==> src/rtl/led_seq_pkg.sv <==
`default_nettype none
// ============================================================================
//  Module      : led_seq_pkg
//  Description : Shared definitions for the LED sequencer: LED mode
//                encodings, command FSM state encoding and the helper that
//                maps a programmed blink half-period to its effective value.
//  Ports       : none (package)
//  Revision    : 1.0 - initial release
// ============================================================================
package led_seq_pkg;

    // LED mode encodings as carried on cfg_mode
    localparam logic [1:0] LED_MODE_OFF   = 2'd0;
    localparam logic [1:0] LED_MODE_ON    = 2'd1;
    localparam logic [1:0] LED_MODE_BLINK = 2'd2;
    localparam logic [1:0] LED_MODE_PWM   = 2'd3;

    // Command FSM: IDLE accepts a command, APPLY writes it for one cycle
    typedef enum logic [0:0] {
        ST_IDLE  = 1'b0,
        ST_APPLY = 1'b1
    } cmd_state_t;

    // A programmed half-period of zero would never toggle; treat it as one.
    function automatic logic [7:0] eff_half(input logic [7:0] arg);
        return (arg == 8'd0) ? 8'd1 : arg;
    endfunction

endpackage : led_seq_pkg
`default_nettype wire

==> src/rtl/led_seq_channel.sv <==
`default_nettype none
// ============================================================================
//  Module      : led_seq_channel
//  Description : One LED channel. Holds the channel mode/argument, runs the
//                blink counter and phase, and produces the combinational LED
//                value for the selected mode.
//  Ports       : clk        - system clock
//                rst        - asynchronous active-high reset
//                load       - 1-cycle strobe: capture mode/arg, restart blink
//                mode       - new mode (OFF/ON/BLINK/PWM)
//                arg        - new argument (blink half-period or PWM duty)
//                tick       - 1-cycle timebase pulse
//                pwm_phase  - shared free-running 8-bit PWM phase
//                led        - combinational LED value for this channel
//  Revision    : 1.0 - initial release
// ============================================================================
module led_seq_channel
    import led_seq_pkg::*;
(
    input  logic       clk,
    input  logic       rst,
    input  logic       load,
    input  logic [1:0] mode,
    input  logic [7:0] arg,
    input  logic       tick,
    input  logic [7:0] pwm_phase,
    output logic       led
);

    logic [1:0] r_mode;
    logic [7:0] r_arg;
    logic [7:0] r_blink_cnt;
    logic       r_blink_phase;
    logic [7:0] w_blink_last;

    // Counter value on which the next tick toggles the phase
    assign w_blink_last = eff_half(r_arg) - 8'd1;

    // A load takes priority over a coincident tick: the counter restarts
    // from zero, so that tick is intentionally lost for this channel.
    always_ff @(posedge clk or posedge rst) begin
        if (rst) begin
            r_mode        <= LED_MODE_OFF;
            r_arg         <= 8'd0;
            r_blink_cnt   <= 8'd0;
            r_blink_phase <= 1'b0;
        end else if (load) begin
            r_mode        <= mode;
            r_arg         <= arg;
            r_blink_cnt   <= 8'd0;
            r_blink_phase <= 1'b1;
        end else if (tick) begin
            if (r_blink_cnt == w_blink_last) begin
                r_blink_cnt   <= 8'd0;
                r_blink_phase <= ~r_blink_phase;
            end else begin
                r_blink_cnt   <= r_blink_cnt + 8'd1;
            end
        end
    end

    always_comb begin
        led = 1'b0;
        case (r_mode)
            LED_MODE_OFF:   led = 1'b0;
            LED_MODE_ON:    led = 1'b1;
            LED_MODE_BLINK: led = r_blink_phase;
            LED_MODE_PWM:   led = (pwm_phase < r_arg);
            default:        led = 1'b0;
        endcase
    end

endmodule : led_seq_channel
`default_nettype wire

==> src/rtl/led_seq_ctrl.sv <==
`default_nettype none
// ============================================================================
//  Module      : led_seq_ctrl
//  Description : Hardware LED sequencer. Per-LED OFF/ON/BLINK/PWM modes set
//                through a valid/ready command port, a shared timebase and
//                PWM phase, and an alarm input that overrides every LED with
//                a unison blink. Drives led_o/led_t pairs for a tristate
//                IO buffer (led_t=0 drives the pin).
//  Ports       : clk        - system clock
//                rst        - asynchronous active-high reset
//                cfg_valid  - command valid
//                cfg_ready  - command ready (low during APPLY and reset)
//                cfg_sel    - target LED index
//                cfg_mode   - 0=OFF 1=ON 2=BLINK 3=PWM
//                cfg_arg    - blink half-period in ticks / PWM duty
//                cfg_err    - 1-cycle pulse for a command with bad cfg_sel
//                alarm      - level override request
//                led_o      - registered LED drive values
//                led_t      - registered tristate controls (1=high-Z)
//  Revision    : 1.0 - initial release
// ============================================================================
module led_seq_ctrl
    import led_seq_pkg::*;
#(
    parameter int NUM_LEDS   = 3,
    parameter int TICK_DIV   = 100000,
    parameter int ALARM_HALF = 125
) (
    input  logic                clk,
    input  logic                rst,
    input  logic                cfg_valid,
    output logic                cfg_ready,
    input  logic [1:0]          cfg_sel,
    input  logic [1:0]          cfg_mode,
    input  logic [7:0]          cfg_arg,
    output logic                cfg_err,
    input  logic                alarm,
    output logic [NUM_LEDS-1:0] led_o,
    output logic [NUM_LEDS-1:0] led_t
);

    localparam int               c_PRESC_W     = (TICK_DIV > 2) ? $clog2(TICK_DIV) : 1;
    localparam logic [c_PRESC_W-1:0] c_PRESC_LAST = c_PRESC_W'(TICK_DIV - 1);
    localparam logic [7:0]       c_ALARM_LAST  = 8'(ALARM_HALF - 1);

    // ------------------------------------------------------------------
    // Command FSM
    // ------------------------------------------------------------------
    cmd_state_t          r_state;
    logic [1:0]          r_sel;
    logic [1:0]          r_mode;
    logic [7:0]          r_arg;
    logic                w_sel_bad;
    logic                w_accept;

    assign w_sel_bad = (int'(cfg_sel) >= NUM_LEDS);
    assign w_accept  = cfg_valid && cfg_ready;

    // cfg_ready stays low for the first cycle after reset release and for
    // each APPLY cycle; cfg_err is raised on acceptance so that it is high
    // exactly during the APPLY cycle of a bad command.
    always_ff @(posedge clk or posedge rst) begin
        if (rst) begin
            r_state   <= ST_IDLE;
            cfg_ready <= 1'b0;
            cfg_err   <= 1'b0;
            r_sel     <= 2'd0;
            r_mode    <= LED_MODE_OFF;
            r_arg     <= 8'd0;
        end else begin
            case (r_state)
                ST_IDLE: begin
                    if (w_accept) begin
                        r_state   <= ST_APPLY;
                        cfg_ready <= 1'b0;
                        cfg_err   <= w_sel_bad;
                        r_sel     <= cfg_sel;
                        r_mode    <= cfg_mode;
                        r_arg     <= cfg_arg;
                    end else begin
                        cfg_ready <= 1'b1;
                        cfg_err   <= 1'b0;
                    end
                end
                ST_APPLY: begin
                    r_state   <= ST_IDLE;
                    cfg_ready <= 1'b1;
                    cfg_err   <= 1'b0;
                end
                default: begin
                    r_state   <= ST_IDLE;
                    cfg_ready <= 1'b0;
                    cfg_err   <= 1'b0;
                end
            endcase
        end
    end

    // ------------------------------------------------------------------
    // Timebase prescaler and shared PWM phase
    // ------------------------------------------------------------------
    logic [c_PRESC_W-1:0] r_presc;
    logic [7:0]           r_pwm_phase;
    logic                 w_tick;

    assign w_tick = (r_presc == c_PRESC_LAST);

    always_ff @(posedge clk or posedge rst) begin
        if (rst) begin
            r_presc     <= '0;
            r_pwm_phase <= 8'd0;
        end else begin
            r_presc     <= w_tick ? '0 : (r_presc + 1'b1);
            r_pwm_phase <= r_pwm_phase + 8'd1;
        end
    end

    // ------------------------------------------------------------------
    // LED channels
    // ------------------------------------------------------------------
    logic [NUM_LEDS-1:0] w_load;
    logic [NUM_LEDS-1:0] w_chan_led;

    generate
        for (genvar gi = 0; gi < NUM_LEDS; gi++) begin : g_chan
            // An out-of-range r_sel never matches, so a bad command loads nothing
            assign w_load[gi] = (r_state == ST_APPLY) && (r_sel == 2'(gi));

            led_seq_channel u_chan (
                .clk       (clk),
                .rst       (rst),
                .load      (w_load[gi]),
                .mode      (r_mode),
                .arg       (r_arg),
                .tick      (w_tick),
                .pwm_phase (r_pwm_phase),
                .led       (w_chan_led[gi])
            );
        end
    endgenerate

    // ------------------------------------------------------------------
    // Alarm override
    // ------------------------------------------------------------------
    logic       r_alarm_q;
    logic       r_alarm_phase;
    logic [7:0] r_alarm_cnt;
    logic       w_alarm_rise;

    assign w_alarm_rise = alarm && !r_alarm_q;

    // The rising edge restarts the unison blink in the on phase; it wins
    // over a coincident tick.
    always_ff @(posedge clk or posedge rst) begin
        if (rst) begin
            r_alarm_q     <= 1'b0;
            r_alarm_phase <= 1'b0;
            r_alarm_cnt   <= 8'd0;
        end else begin
            r_alarm_q <= alarm;
            if (w_alarm_rise) begin
                r_alarm_phase <= 1'b1;
                r_alarm_cnt   <= 8'd0;
            end else if (w_tick) begin
                if (r_alarm_cnt == c_ALARM_LAST) begin
                    r_alarm_cnt   <= 8'd0;
                    r_alarm_phase <= ~r_alarm_phase;
                end else begin
                    r_alarm_cnt   <= r_alarm_cnt + 8'd1;
                end
            end
        end
    end

    // ------------------------------------------------------------------
    // Output registers
    // ------------------------------------------------------------------
    // Pins float during reset and start driving on the first edge after it.
    always_ff @(posedge clk or posedge rst) begin
        if (rst) begin
            led_o <= '0;
            led_t <= '1;
        end else begin
            led_t <= '0;
            led_o <= r_alarm_q ? {NUM_LEDS{r_alarm_phase}} : w_chan_led;
        end
    end

endmodule : led_seq_ctrl
`default_nettype wire
==> config.mk <==
export PLATFORM = sky130hd
export DESIGN_NAME = led_seq_ctrl
export DESIGN_NICKNAME = d
export VERILOG_FILES = /design/src/rtl/led_seq_pkg.sv /design/src/rtl/led_seq_channel.sv /design/src/rtl/led_seq_ctrl.sv
export SDC_FILE = /design/constraint.sdc
export NUM_CORES = 1
export LEC_CHECK = 0
export CAP_MARGIN = 20
export CELL_PAD_IN_SITES_DETAIL_PLACEMENT = 1
export CELL_PAD_IN_SITES_GLOBAL_PLACEMENT = 1
export CORE_AREA = 5 5 125 127
export DETAILED_ROUTE_END_ITERATION = 12
export DIE_AREA = 0 0 130 132
export GPL_TIMING_DRIVEN = 0
export HOLD_SLACK_MARGIN = 0.05
export PLACE_DENSITY_LB_ADDON = 0.1
export SYNTH_ARGS = -nofsm -noshare
export SYNTH_HDL_FRONTEND = slang
export SYNTH_SLANG_ARGS = --single-unit
==> constraint.sdc <==
create_clock -name clk -period 3.3 [get_ports clk]
set_input_delay 0.495 -clock clk [delete_from_list [all_inputs] [get_ports clk]]
set_output_delay 0.495 -clock clk [all_outputs]
set_load 0.02 [all_outputs]
# ---- After elaboration in Yosys (flattened, before gate mapping)
# Cells that the tools add are included.
dict set report classes {
  n_addsub 9
  magnitude_cmp 4
  n_eq_ne 16
  mux 38
  bitwise_logic 5
  n_reduce_logical 26
}
# op count
set op_table {}
lappend op_table {{two-way mux 8 bit} 15}
lappend op_table {{adder 8 x 1 -> 8 bit, second input constant} 5}
lappend op_table {{equality test 8 bit} 3}
lappend op_table {{zero test 8 bit} 3}
lappend op_table {{< comparator 8 bit} 3}
lappend op_table {{subtractor 8 x 1 -> 8 bit, second input constant} 3}
lappend op_table {{adder 17 x 1 -> 17 bit, second input constant} 1}
lappend op_table {{equality test 17 bit, second input constant} 1}
lappend op_table {{two-way mux 17 bit} 1}
lappend op_table {{nonzero test 2 bit} 8}
lappend op_table {{two-way mux 1 bit} 15}
lappend op_table {{equality test 2 bit, second input constant} 7}
lappend op_table {{one-hot mux 1 bit (4 select lines)} 3}
lappend op_table {{AND reduction 2 bit} 5}
lappend op_table {{equality test 2 x 1 -> 1 bit, second input constant} 4}
lappend op_table {{equality test 8 x 7 -> 1 bit, second input constant} 1}
lappend op_table {{zero test 2 bit} 4}
lappend op_table {{one-hot mux 1 bit (2 select lines)} 3}
lappend op_table {{logical AND 1 bit} 5}
lappend op_table {{NOT 1 bit} 5}
lappend op_table {{two-way mux 3 bit} 1}
lappend op_table {{>= comparator 2 bit, second input constant} 1}
lappend op_table {{zero test 1 bit} 1}
dict set report word_totals {
  register_bits 113
  in_bits 16
  out_inout_bits 8
}

# ---- Logic depth before layout (Yosys ltp)
dict set report logic_depth {
  depth_word 7
  ltp_mapped 10
  depth_no_buf 9
}

# ---- Hierarchy
# A second synthesis with hierarchy kept.
dict set report unflattened {
  hier_cells 676
  hier_area_um2 6366.1
}
# mod instances cells_per_inst area_each_um2 seq_area_each_um2
set modules_own_cells {}
lappend modules_own_cells {led_seq_channel 3 146 1303.8 475.5}
lappend modules_own_cells {led_seq_ctrl 1 238 2454.9 1352.5}

# ---- Least setup slack after synthesis
# No wires, ideal clock.
dict set report synth_timing {
  path_kind {reg-to-reg}
  startpoint {register g_chan[2].u_chan.r_arg[3]}
  endpoint {register g_chan[2].u_chan.r_blink_cnt[2]}
  setup_ns 0.123
  arrival_time_ns 2.608
  required_ns 3.177
  path_slack_ns 0.569
  path_stages_with_launch 11
  period_less_slack_ns 2.731
  cell_sequence {dfrtp_1 > clkbuf_1 > or4_4 > o31a_1 > ha_1 > xor2_1 > o2111ai_1 > nor4_1 > nand4_1 > nand2_1 > nor2_1}
}
dict set report synth_between {
  elab_chain_cells 7
}
# element line_no
set synth_lines {}
lappend synth_lines {{start, declared} led_seq_channel.sv:31} ;# logic [7:0] r_arg;
lappend synth_lines {{start signal, assigned} led_seq_channel.sv:49} ;# r_arg <= arg;
lappend synth_lines {{zero test 8 bit} led_seq_pkg.sv:26} ;# return (arg == 8'd0) ? 8'd1 : arg;
lappend synth_lines {{two-way mux 8 bit *} led_seq_pkg.sv:26}
lappend synth_lines {{subtractor 8 x 1 -> 8 bit *} led_seq_channel.sv:37} ;# assign w_blink_last = eff_half(r_arg) - 8'd1;
lappend synth_lines {{equality test 8 bit *} led_seq_channel.sv:53} ;# if (r_blink_cnt == w_blink_last) begin
lappend synth_lines {{two-way mux 8 bit *} led_seq_channel.sv:53}
lappend synth_lines {{two-way mux 8 bit *} led_seq_channel.sv:52} ;# end else if (tick) begin
lappend synth_lines {{two-way mux 8 bit *} led_seq_channel.sv:47} ;# end else if (load) begin
lappend synth_lines {{end signal, assigned} led_seq_channel.sv:57} ;# r_blink_cnt <= r_blink_cnt + 8'd1;
lappend synth_lines {{end, declared} led_seq_channel.sv:32} ;# logic [7:0] r_blink_cnt;
# Mark *: on every way between the ends. The rest lies on a longest branch, timed or not. The select of a mux whose other input is x is not followed.
# A chain may end at the register's enable or synchronous reset.

# ---- Final worst setup path
dict set report layout_timing {
  startpoint {register g_chan[2].u_chan.r_arg[3]}
  endpoint {register g_chan[2].u_chan.r_blink_phase}
}
dict set report layout_between {
  elab_chain_cells 6
}
# element line_no
set layout_lines {}
lappend layout_lines {{zero test 8 bit} led_seq_pkg.sv:26}
lappend layout_lines {{two-way mux 8 bit *} led_seq_pkg.sv:26}
lappend layout_lines {{subtractor 8 x 1 -> 8 bit *} led_seq_channel.sv:37}
lappend layout_lines {{equality test 8 bit *} led_seq_channel.sv:53}
lappend layout_lines {{nonzero test 2 bit (no source line) *} -}
lappend layout_lines {{AND reduction 2 bit (no source line) *} -}
lappend layout_lines {{end signal, assigned} led_seq_channel.sv:55} ;# r_blink_phase <= ~r_blink_phase;
lappend layout_lines {{end, declared} led_seq_channel.sv:33} ;# logic r_blink_phase;
# Mark *: on every way between the ends. The rest lies on a longest branch, timed or not.

==> out/results.txt <==
Die ar. -> 17200 µm²
Max_cap viols -> 0
Reg2reg setup slack -> 0.25 ns
Post-synth EDFFs -> 0
Vias in the first global route -> 5200
P_leak -> 3.17 nW
Fin util -> 48.8%
Worst-case clock buffer depth -> 2
Final TNS setup -> 0 ns
CP top delay family -> simple AND/OR/NAND/NOR gates
IO Count -> 24
Slew Limit Fails -> 0
Area contributors post-synth -> dfrtp_1 (45%), ha_1 (6.3%), nand2_1 (4.7%)
Vias -> 4787
Initial antenna violation count -> 0
Post-synth top cells -> dfrtp_1 (110), nand2_1 (77), nor2_1 (39)
Post-synth top area cell -> dfrtp_1
Worst relative slew slack -> 60.4%
First-pass GRT wire length -> 26800 µm
Inst Count DP -> 850
Synth Area in Adders -> 6.29%
Setup ws final -> 0.255 ns
Cells after Synth -> 639
Layout cell share with drive strength beyond 1 -> 9.24%
Antenna Nets Post-Route -> 0
Chip Width -> 130 µm
GRT Util Overall -> 19.6%
Post-synthesis sequential area ratio -> 45.1%
Syn. warnings -> 0
Final Skew -> 0.0116 ns
Via density -> 5.53
Simple-gate share of the synthesized area -> 22.3%
Post-place setup slack -> 0.174 ns
Count leader, synth -> dfrtp_1
Mapped cell area -> 6160 µm²
Main combinational cell family by area after synthesis -> simple AND/OR/NAND/NOR gates
VDD IR-drop max -> 0.322 mV
Synth unique cells -> 66
Reg-to-reg critical path endpoint -> g_chan[2].u_chan.r_blink_phase
Diode count -> 0
Initial Util -> 43.1%
Highest Signal Layer -> met4
Tightest Pin Transition -> 0.594 ns
Crit-path max FO -> 8
CP Capture Type -> register
Core Box Area -> 14300 µm²
DR WL met3 -> 401 µm
Final Hold Viols -> 0
Clock-pin slew on the worst setup and hold paths -> 0.08 ns
TritonCTS buffer count -> 9
Fmax -> 328 MHz
Net count after synthesis -> 686
Fin nets -> 724
DR DRC count -> 0
Final setup fails -> 0
DP Area -> 6690 µm²
Met1 wire length -> 7320 µm
Std cell rows -> 44
Slowest Stage Delay on Critical Path -> 0.61 ns
H-tree levels -> 3
Flops & latches, synth -> 111
Worst-Skew Late Latency -> 0.36 ns
Post-CTS Setup Bufs -> 0
Complex-gate fraction of the synthesized area -> 9.87%
Tmin final -> 3.05 ns
Ys flop type -> dfrtp_1
Part of the cycle the worst path needs -> 92.3%
DR iter-0 viols -> 249
Sink Count -> 111
CP Buf/Inv Count -> 1
WL/cell -> 18.0 µm
Post-synthesis to final-layout area growth -> 13.3%
Total chip power -> 4.58 mW
Crit path cell chain -> clkbuf_1 -> or4_4 -> o31a_1 -> ha_1 -> nand2b_1 -> a21o_1 -> a222oi_1 -> nand4_1 -> xor2_1 -> nand2_1
Status -> completed
RSZ-0062 raised after global routing -> no
Arr. time, crit path -> 3.27 ns
Async SR Flop Fraction -> 100%
Syn_area_per_cell -> 9.64 µm²
Cts hold-fix bufs -> 0
Drt pass-1 iters -> 4
I/O Buffers -> 23
Pin count of the biggest net entering global routing -> 39
Setup crit start kind -> register
FF-to-FF path depth -> 10
Crit-path slowest cell -> or4_4
Die H -> 132 µm
Yosys top cell area share -> 44.7%
PwrDens -> 656 nW/µm²
HPWL after detailed placement -> 11700 µm
Finished Layout Cells -> 866
Met2 wire len -> 7580 µm
Hold/Removal Path Class -> in2async
CTS tree -> built
Overflow left after global routing -> 0
Routability congestion estimate -> 0.821
Worst path required time -> 3.52 ns
Final WL -> 15600 µm
Synth Area in XOR/XNOR -> 8.24%
Worst setup path class -> reg2reg
Root buffer cell -> clkbuf_16
Post-route cell area -> 6980 µm²
RR Startpoint -> g_chan[2].u_chan.r_arg[3]
FILL cells -> 1631
Hold_ws -> 0.413 ns
Post-synthesis mux area share -> 3.98%
-- cells in the final DEF (no fill, tap or decap), types with 8 or more instances in the layout --
cell type	instances
dfrtp_1	110
nand2_1	76
nor2_1	39
inv_1	35
xor2_1	31
ha_1	31
nand3_1	30
xnor2_1	27
o21ai_0	26
clkdlybuf4s50_1	23
a21oi_1	22
mux2_2	20
nand4_1	19
clkbuf_1	17
and3_1	15
nand2b_1	13
a21o_1	11
nor3_1	11
or3_1	10
clkbuf_16	9
nor2b_1	8
-- routing by layer --
| layer | vias to the layer above | track usage (%) |
|---|---|---|
| li1 | 2303 | - |
| met1 | 2405 | 26.9 |
| met2 | 58 | 31.3 |
| met3 | 21 | 4.09 |
| met4 | 0 | 5.66 |
| met5 | - | 0 |
-- cell type report --
cell class	instances	area, µm²	share of cell area, %
flip-flops and latches	111	2780	39.8
clock inverters	6	50.0	0.717
clock buffers	10	229	3.28
multi-input cells	466	3140	45.0
inverters	36	139	1.99
plain buffers	26	121	1.74
repair buffers	27	295	4.23
well taps	184	230	3.30
-- how the worst max path moves through the flow --
stage,from,endpoint,cells past startpoint
2_1_floorplan,g_chan[2].u_chan.r_arg[3],g_chan[2].u_chan.r_blink_cnt[2],10
6_report,g_chan[2].u_chan.r_arg[3],g_chan[2].u_chan.r_blink_phase,10
3_3_place_gp,g_chan[2].u_chan.r_arg[3],g_chan[2].u_chan.r_blink_cnt[5],10
5_1_grt,g_chan[0].u_chan.r_arg[3],g_chan[0].u_chan.r_blink_phase,10
3_5_place_dp,g_chan[2].u_chan.r_arg[3],g_chan[2].u_chan.r_blink_cnt[3],10
4_1_cts,g_chan[2].u_chan.r_arg[3],g_chan[2].u_chan.r_blink_cnt[3],10
-- sequential cells by signal, summed over array words and instances, names as in the netlist, 2 cells and up --
name	cells
r_alarm_cnt	8
r_mode	2
g_chan.u_chan.r_blink_cnt	24
g_chan.u_chan.r_arg	24
r_pwm_phase	8
r_arg	8
g_chan.u_chan.r_blink_phase	3
g_chan.u_chan.r_mode	6
led_o	3
r_presc	17
r_sel	2
-- power by group --
part           switching (mW)  internal [mW]
combinational           0.872          0.772
sequential              0.292           1.59
clock                   0.530          0.526
total                    1.69           2.89
-- timing repair --
item | 4_1_cts | 5_1_grt
setup endpoints to repair | 0 | 11
endpoints found under the hold margin | 0 | 0
resized for setup | 0 | 4
-- kinds of logic (layout without fill, tap and decap cells) --
| group | count (synthesis) | after routing |
|---|---|---|
| buffers and inverters | 62 | 105 |
| muxes | 22 | 22 |
| DFF | 111 | 111 |
| other | 1 | 1 |
| adders and majority gates | 31 | 31 |
| xor gates and xnor gates | 58 | 58 |
| AOI/OAI and AO/OA | 93 | 93 |
| and+or+nand+nor | 261 | 261 |
No activity file was read; power rests on OpenSTA's default activity.
